$ cat config.mk
export PLATFORM = sky130hd
export DESIGN_NAME = score_scan_ctrl
export DESIGN_NICKNAME = d
export VERILOG_FILES = /design/src/rtl/score_scan_ctrl.sv
export SDC_FILE = /design/constraint.sdc
export NUM_CORES = 1
export LEC_CHECK = 0
export ABC_CLOCK_PERIOD_IN_PS = 1790
export CAP_MARGIN = 20
export CORE_MARGIN = 2
export CORE_UTILIZATION = 54
export DETAILED_ROUTE_END_ITERATION = 10
export DONT_BUFFER_PORTS = 1
export PLACE_DENSITY = 0.72
export SETUP_SLACK_MARGIN = 0.4
export SLEW_MARGIN = 20
export SYNTH_ARGS = -nofsm -noshare
export SYNTH_HDL_FRONTEND = slang
export SYNTH_SLANG_ARGS = --single-unit
$ cat constraint.sdc
create_clock -name clk -period 1.79 [get_ports clk]
set_clock_uncertainty 0.2 [all_clocks]
set_input_delay 0.0895 -clock clk [delete_from_list [all_inputs] [get_ports clk]]
set_output_delay 0.0895 -clock clk [all_outputs]
set_load 0.05 [all_outputs]
$ cat src/rtl/score_scan_ctrl.sv
// Score display controller: shift-add-3 BCD conversion, source select, digit scan and blink.
// Optional macro DISP_LZB_EN blanks a zero tens digit (leading-zero suppression).
module score_scan_ctrl #(
  parameter int REFRESH_DIV = 4,
  parameter int BLINK_DIV   = 8,
  parameter int MAX_VALUE   = 99
) (
  input  logic       clk,
  input  logic       nRst,
  input  logic [7:0] score,
  input  logic [7:0] high_score,
  input  logic       game_over,
  input  logic       update,
  output logic       busy,
  output logic [3:0] digit,
  output logic [1:0] digit_sel,
  output logic       blank
);

  localparam int RW = (REFRESH_DIV > 1) ? $clog2(REFRESH_DIV) : 1;
  localparam int BW = (BLINK_DIV > 1) ? $clog2(BLINK_DIV) : 1;
  localparam logic [7:0]    MAX_V    = 8'(MAX_VALUE);
  localparam logic [RW-1:0] REF_LAST = RW'(REFRESH_DIV - 1);
  localparam logic [BW-1:0] BLK_LAST = BW'(BLINK_DIV - 1);

  typedef enum logic [1:0] {IDLE, LOAD, SHIFT, COMMIT} state_t;

  state_t        state_q, state_d;
  logic          busy_q, busy_d;
  logic          pending_q, pending_d;
  logic [2:0]    iter_q, iter_d;
  logic [7:0]    bin_q, bin_d;
  logic [7:0]    bcd_q, bcd_d;
  logic [3:0]    ones_q, ones_d;
  logic [3:0]    tens_q, tens_d;
  logic          go_q, go_d;
  logic [RW-1:0] ref_cnt_q, ref_cnt_d;
  logic [1:0]    sel_q, sel_d;
  logic [BW-1:0] blink_cnt_q, blink_cnt_d;
  logic          phase_q, phase_d;
  logic [3:0]    digit_q, digit_d;
  logic          blank_q, blank_d;

  logic        trigger;
  logic        wrap;
  logic        lz_blank;
  logic [7:0]  src;
  logic [7:0]  clamped;
  logic [7:0]  bcd_adj;
  logic [15:0] shifted;

  always_comb begin
    state_d     = state_q;
    pending_d   = pending_q;
    iter_d      = iter_q;
    bin_d       = bin_q;
    bcd_d       = bcd_q;
    ones_d      = ones_q;
    tens_d      = tens_q;
    ref_cnt_d   = ref_cnt_q;
    sel_d       = sel_q;
    blink_cnt_d = blink_cnt_q;
    phase_d     = phase_q;

    trigger = update | (game_over != go_q);
    go_d    = game_over;
    src     = game_over ? high_score : score;
    clamped = (src > MAX_V) ? MAX_V : src;
    bcd_adj[3:0] = (bcd_q[3:0] >= 4'd5) ? bcd_q[3:0] + 4'd3 : bcd_q[3:0];
    bcd_adj[7:4] = (bcd_q[7:4] >= 4'd5) ? bcd_q[7:4] + 4'd3 : bcd_q[7:4];
    shifted = {bcd_adj, bin_q} << 1;

    case (state_q)
      IDLE: if (trigger) state_d = LOAD;
      LOAD: begin
        bin_d   = clamped;
        bcd_d   = 8'd0;
        iter_d  = 3'd0;
        state_d = SHIFT;
        if (trigger) pending_d = 1'b1;
      end
      SHIFT: begin
        bcd_d  = shifted[15:8];
        bin_d  = shifted[7:0];
        iter_d = iter_q + 3'd1;
        if (iter_q == 3'd7) state_d = COMMIT;
        if (trigger) pending_d = 1'b1;
      end
      COMMIT: begin
        ones_d    = bcd_q[3:0];
        tens_d    = bcd_q[7:4];
        pending_d = 1'b0;
        // A trigger landing in COMMIT is served straight away, like one seen in IDLE.
        state_d   = (pending_q || trigger) ? LOAD : IDLE;
      end
      default: state_d = IDLE;
    endcase
    busy_d = (state_d != IDLE);

    wrap      = (ref_cnt_q == REF_LAST);
    ref_cnt_d = wrap ? '0 : ref_cnt_q + 1'b1;
    sel_d     = wrap ? {sel_q[0], sel_q[1]} : sel_q;

    if (game_over != go_q) begin
      blink_cnt_d = '0;
      phase_d     = 1'b1;
    end else if (!game_over) begin
      phase_d = 1'b1;
    end else if (wrap) begin
      if (blink_cnt_q == BLK_LAST) begin
        blink_cnt_d = '0;
        phase_d     = ~phase_q;
      end else begin
        blink_cnt_d = blink_cnt_q + 1'b1;
      end
    end

    // Outputs are computed from next-state values so select, digit and blank stay coherent.
    digit_d = sel_d[1] ? tens_d : ones_d;
`ifdef DISP_LZB_EN
    lz_blank = sel_d[1] && (tens_d == 4'd0);
`else
    lz_blank = 1'b0;
`endif
    blank_d = ~phase_d | lz_blank;
  end

  always_ff @(posedge clk) begin
    if (!nRst) begin
      state_q     <= IDLE;
      busy_q      <= 1'b0;
      pending_q   <= 1'b0;
      iter_q      <= 3'd0;
      bin_q       <= 8'd0;
      bcd_q       <= 8'd0;
      ones_q      <= 4'd0;
      tens_q      <= 4'd0;
      go_q        <= 1'b0;
      ref_cnt_q   <= '0;
      sel_q       <= 2'b01;
      blink_cnt_q <= '0;
      phase_q     <= 1'b1;
      digit_q     <= 4'd0;
      blank_q     <= 1'b0;
    end else begin
      state_q     <= state_d;
      busy_q      <= busy_d;
      pending_q   <= pending_d;
      iter_q      <= iter_d;
      bin_q       <= bin_d;
      bcd_q       <= bcd_d;
      ones_q      <= ones_d;
      tens_q      <= tens_d;
      go_q        <= go_d;
      ref_cnt_q   <= ref_cnt_d;
      sel_q       <= sel_d;
      blink_cnt_q <= blink_cnt_d;
      phase_q     <= phase_d;
      digit_q     <= digit_d;
      blank_q     <= blank_d;
    end
  end

  assign busy      = busy_q;
  assign digit     = digit_q;
  assign digit_sel = sel_q;
  assign blank     = blank_q;

endmodule

==> impl_metrics.ini <==
[timing]
layout_setup_ws_ns = 0.205
whs_ns = -0.339
relSlewSlack_pct = 59.5
fmax_mhz = 631
rsz0062_at_grt = true
worst_slew_pin_slew_ns = 0.606
report.final.slew_viol_count = 0
finalSetupViolCount = 0
finalSetupTns_ns = 0
hold_viol_final = 29
min_period_over_period_pct = 88.5
fin_crit_ns = 1.58

[clocking]
cts_tree = done
clock-root-buffer = clkbuf_8
clkLatencyLatePin_ns = 0.30
cts-buffers-inserted = 5
cts_max_path_buffers = 2
clock-sinks = 45
path_clk_slew_ns = 0.09
htree_levels = 2

[route]
wirelength_um = 5210
drt_pass1_iterations = 5
ant_nets = 0
drc = 0
vias_per_cell = 5.92
post_drt_wl_per_cell_um = 16.2
via_count = 1905
drt_iter0_drc = 97

[worst_setup_path]
worstSetupPathType = reg2reg
path_common_cell = buf_4
cp.buffers_inverters = 2
path_max_fanout = 16
r2r-end = bcd_q[3]$_SDFFE_PN0N_
regToRegSetupSlack_ns = 0.21
critical_path.max_stage_delay_ns = 0.36
r2r_cells = 6
critical_path_arrival_ns = 1.57
cp_top_family = flip-flops
cpMaxStageDelayCell = dfxtp_4
r2r-start = state_q[1]$_SDFF_PN0_
required_ns = 1.77
cp-start-kind = flip-flop
worstPathCellList = buf_4 -> ha_4 -> buf_4 -> nor3b_1 -> o21ai_0 -> a21oi_1
end_kind = flip-flop

[logic_synthesis]
ys_warn_count = 0
synthTopCellsByArea = dfxtp_1, ha_1, a21oi_1
avgSynthCellArea_um2 = 9.17
syn_inst = 239
synth_common_cells = dfxtp_1, a21oi_1, nand2_1, ha_1, o21ai_0
syn-num-nets = 271
synth-seq-cells = 45
synth_edf_count = 0
netlist_area_mm2 = 0.00219
synth_area_leader_cell = dfxtp_1
synth_top_area_share_pct = 41.1
async_flop_share_pct = 0
synthFlopType = dfxtp_1
synth_cell_types = 47
ys_seq_area_share_pct = 41.1
synth.most_common_cell = dfxtp_1

[finish]
final_nets = 303
final_area_mm2 = 0.00287
drive_gt1_share_pct = 29.4
n_antenna_cell = 0
area_growth_pct = 30.8

[status]
status = complete, but fails checks
violations = hold timing

[job]
max_cap_viol_count = 0

[place]
pre_cts_slack_ns = 0.0775
hpwl_um = 2850
dpl_cell_area_mm2 = 0.00226
numPortBuffers = 0
gp_congestion = 0.756

[grt]
antenna_found_initial = 0
grt_usage_pct = 23.2
grt_pass1_wl_um = 7950
grt_max_degree = 29
grt_pass1_vias = 1792
grt.overflow.total = 0

[die]
initial_core_util_pct = 55.6
die_y_um = 67.7
ios = 28
die-area_mm2 = 0.00459
rows = 23
die_w_um = 67.7
coreArea_mm2 = 0.00394

[min_path]
min_to = digit_sel[0]$_SDFFE_PN1P_
hold_path_class = in2reg
hold_path_depth = 1
hold_path.startpoint = nRst

[pwr]
p_leak_nw = 1.06
power_density_mw_per_mm2 = 1110
ir_drop_mv = 0.731
-- worst max-delay path by stage --
stage                                     start                     to  slack [ns]  cells past startpoint
after floorplan           state_q[0]$_SDFF_PN0_  bin_q[3]$_SDFFE_PN0N_        0.31                      7
after global placement    state_q[0]$_SDFF_PN0_        busy$_SDFF_PN0_        0.12                      5
after detailed placement  state_q[0]$_SDFF_PN0_        busy$_SDFF_PN0_        0.08                      5
after CTS                 state_q[0]$_SDFF_PN0_  bin_q[1]$_SDFFE_PN0N_        0.21                      6
after global routing      state_q[0]$_SDFF_PN0_  bcd_q[1]$_SDFFE_PN0N_        0.15                      6
final                     state_q[1]$_SDFF_PN0_  bcd_q[3]$_SDFFE_PN0N_        0.21                      6
-- registers in the layout, indices dropped and copies added, names as in the netlist, 2 cells and up --
register and count:
bcd_q 8, bin_q 8, blink_cnt_q 3, digit 4
digit_sel 2, iter_q 3, ones_q 4, ref_cnt_q 2
state_q 2, tens_q 4
-- power breakdown --
group	total [mW]	switching, mW	internal, mW
logic	1.30	0.658	0.645
registers	1.26	0.131	1.13
clock network	0.627	0.351	0.275
-- layer usage --
metal  global-route usage, %  share of wire, %
met5                       0                 0
met1                    28.2                45
met2                    39.5                49
met4                    10.5               2.1
met3                    4.67               3.9
-- layout make-up --
| class | instances | area (um2) |
|---|---|---|
| timing repair buffer | 42 | 382 |
| tap | 50 | 62.6 |
| clock inverter | 2 | 15.0 |
| timing repair inverter | 1 | 8.76 |
| fill | 284 | 1080 |
| clock buffer | 6 | 72.6 |
| multi-input combinational | 166 | 1360 |
| sequential | 45 | 918 |
| inverter | 10 | 52.6 |
-- cell usage in the layout (no fill, tap or decap), drive strengths merged, types with 6 or more instances in the layout --
| master | instances |
|---|---|
| dfxtp | 45 |
| buf | 28 |
| a21oi | 20 |
| nand2 | 15 |
| dlygate4sd3 | 14 |
| o21ai | 14 |
| ha | 12 |
| nor2 | 11 |
| inv | 11 |
| nand4 | 10 |
| nand3 | 10 |
| mux2i | 10 |
| mux2 | 6 |
| clkbuf | 6 |
-- per-stage QoR --
stage	util [%]	power [mW]	instances
3_3_place_gp	57.4	1.96	280
3_5_place_dp	57.4	1.98	280
4_1_cts	69.5	3.03	316
5_1_grt	72.7	3.34	322
6_report	72.7	3.19	322
2_1_floorplan	-	1.95	239
-- kinds of logic after synthesis --
family / share of synthesized area [%]
xor gates and xnor gates: 2.06
and+or+nand+nor: 18.2
AOI/OAI and AO/OA: 18.1
muxes: 7.65
DFF: 41.1
buffers and inverters: 6.11
adders and majority gates: 6.85
-- what timing repair did --
| action | in CTS | in global routing |
|---|---|---|
| setup buffers | 16 | 3 |
| endpoints found under the setup margin | 39 | 39 |
| endpoints found under the hold margin | 44 | 29 |
| pin swaps | 13 | 5 |
| hold buffers | 12 | 2 |
| gates cloned | 0 | 1 |
| gates resized for setup | 40 | 16 |
Power figures use the tool's default switching activity.
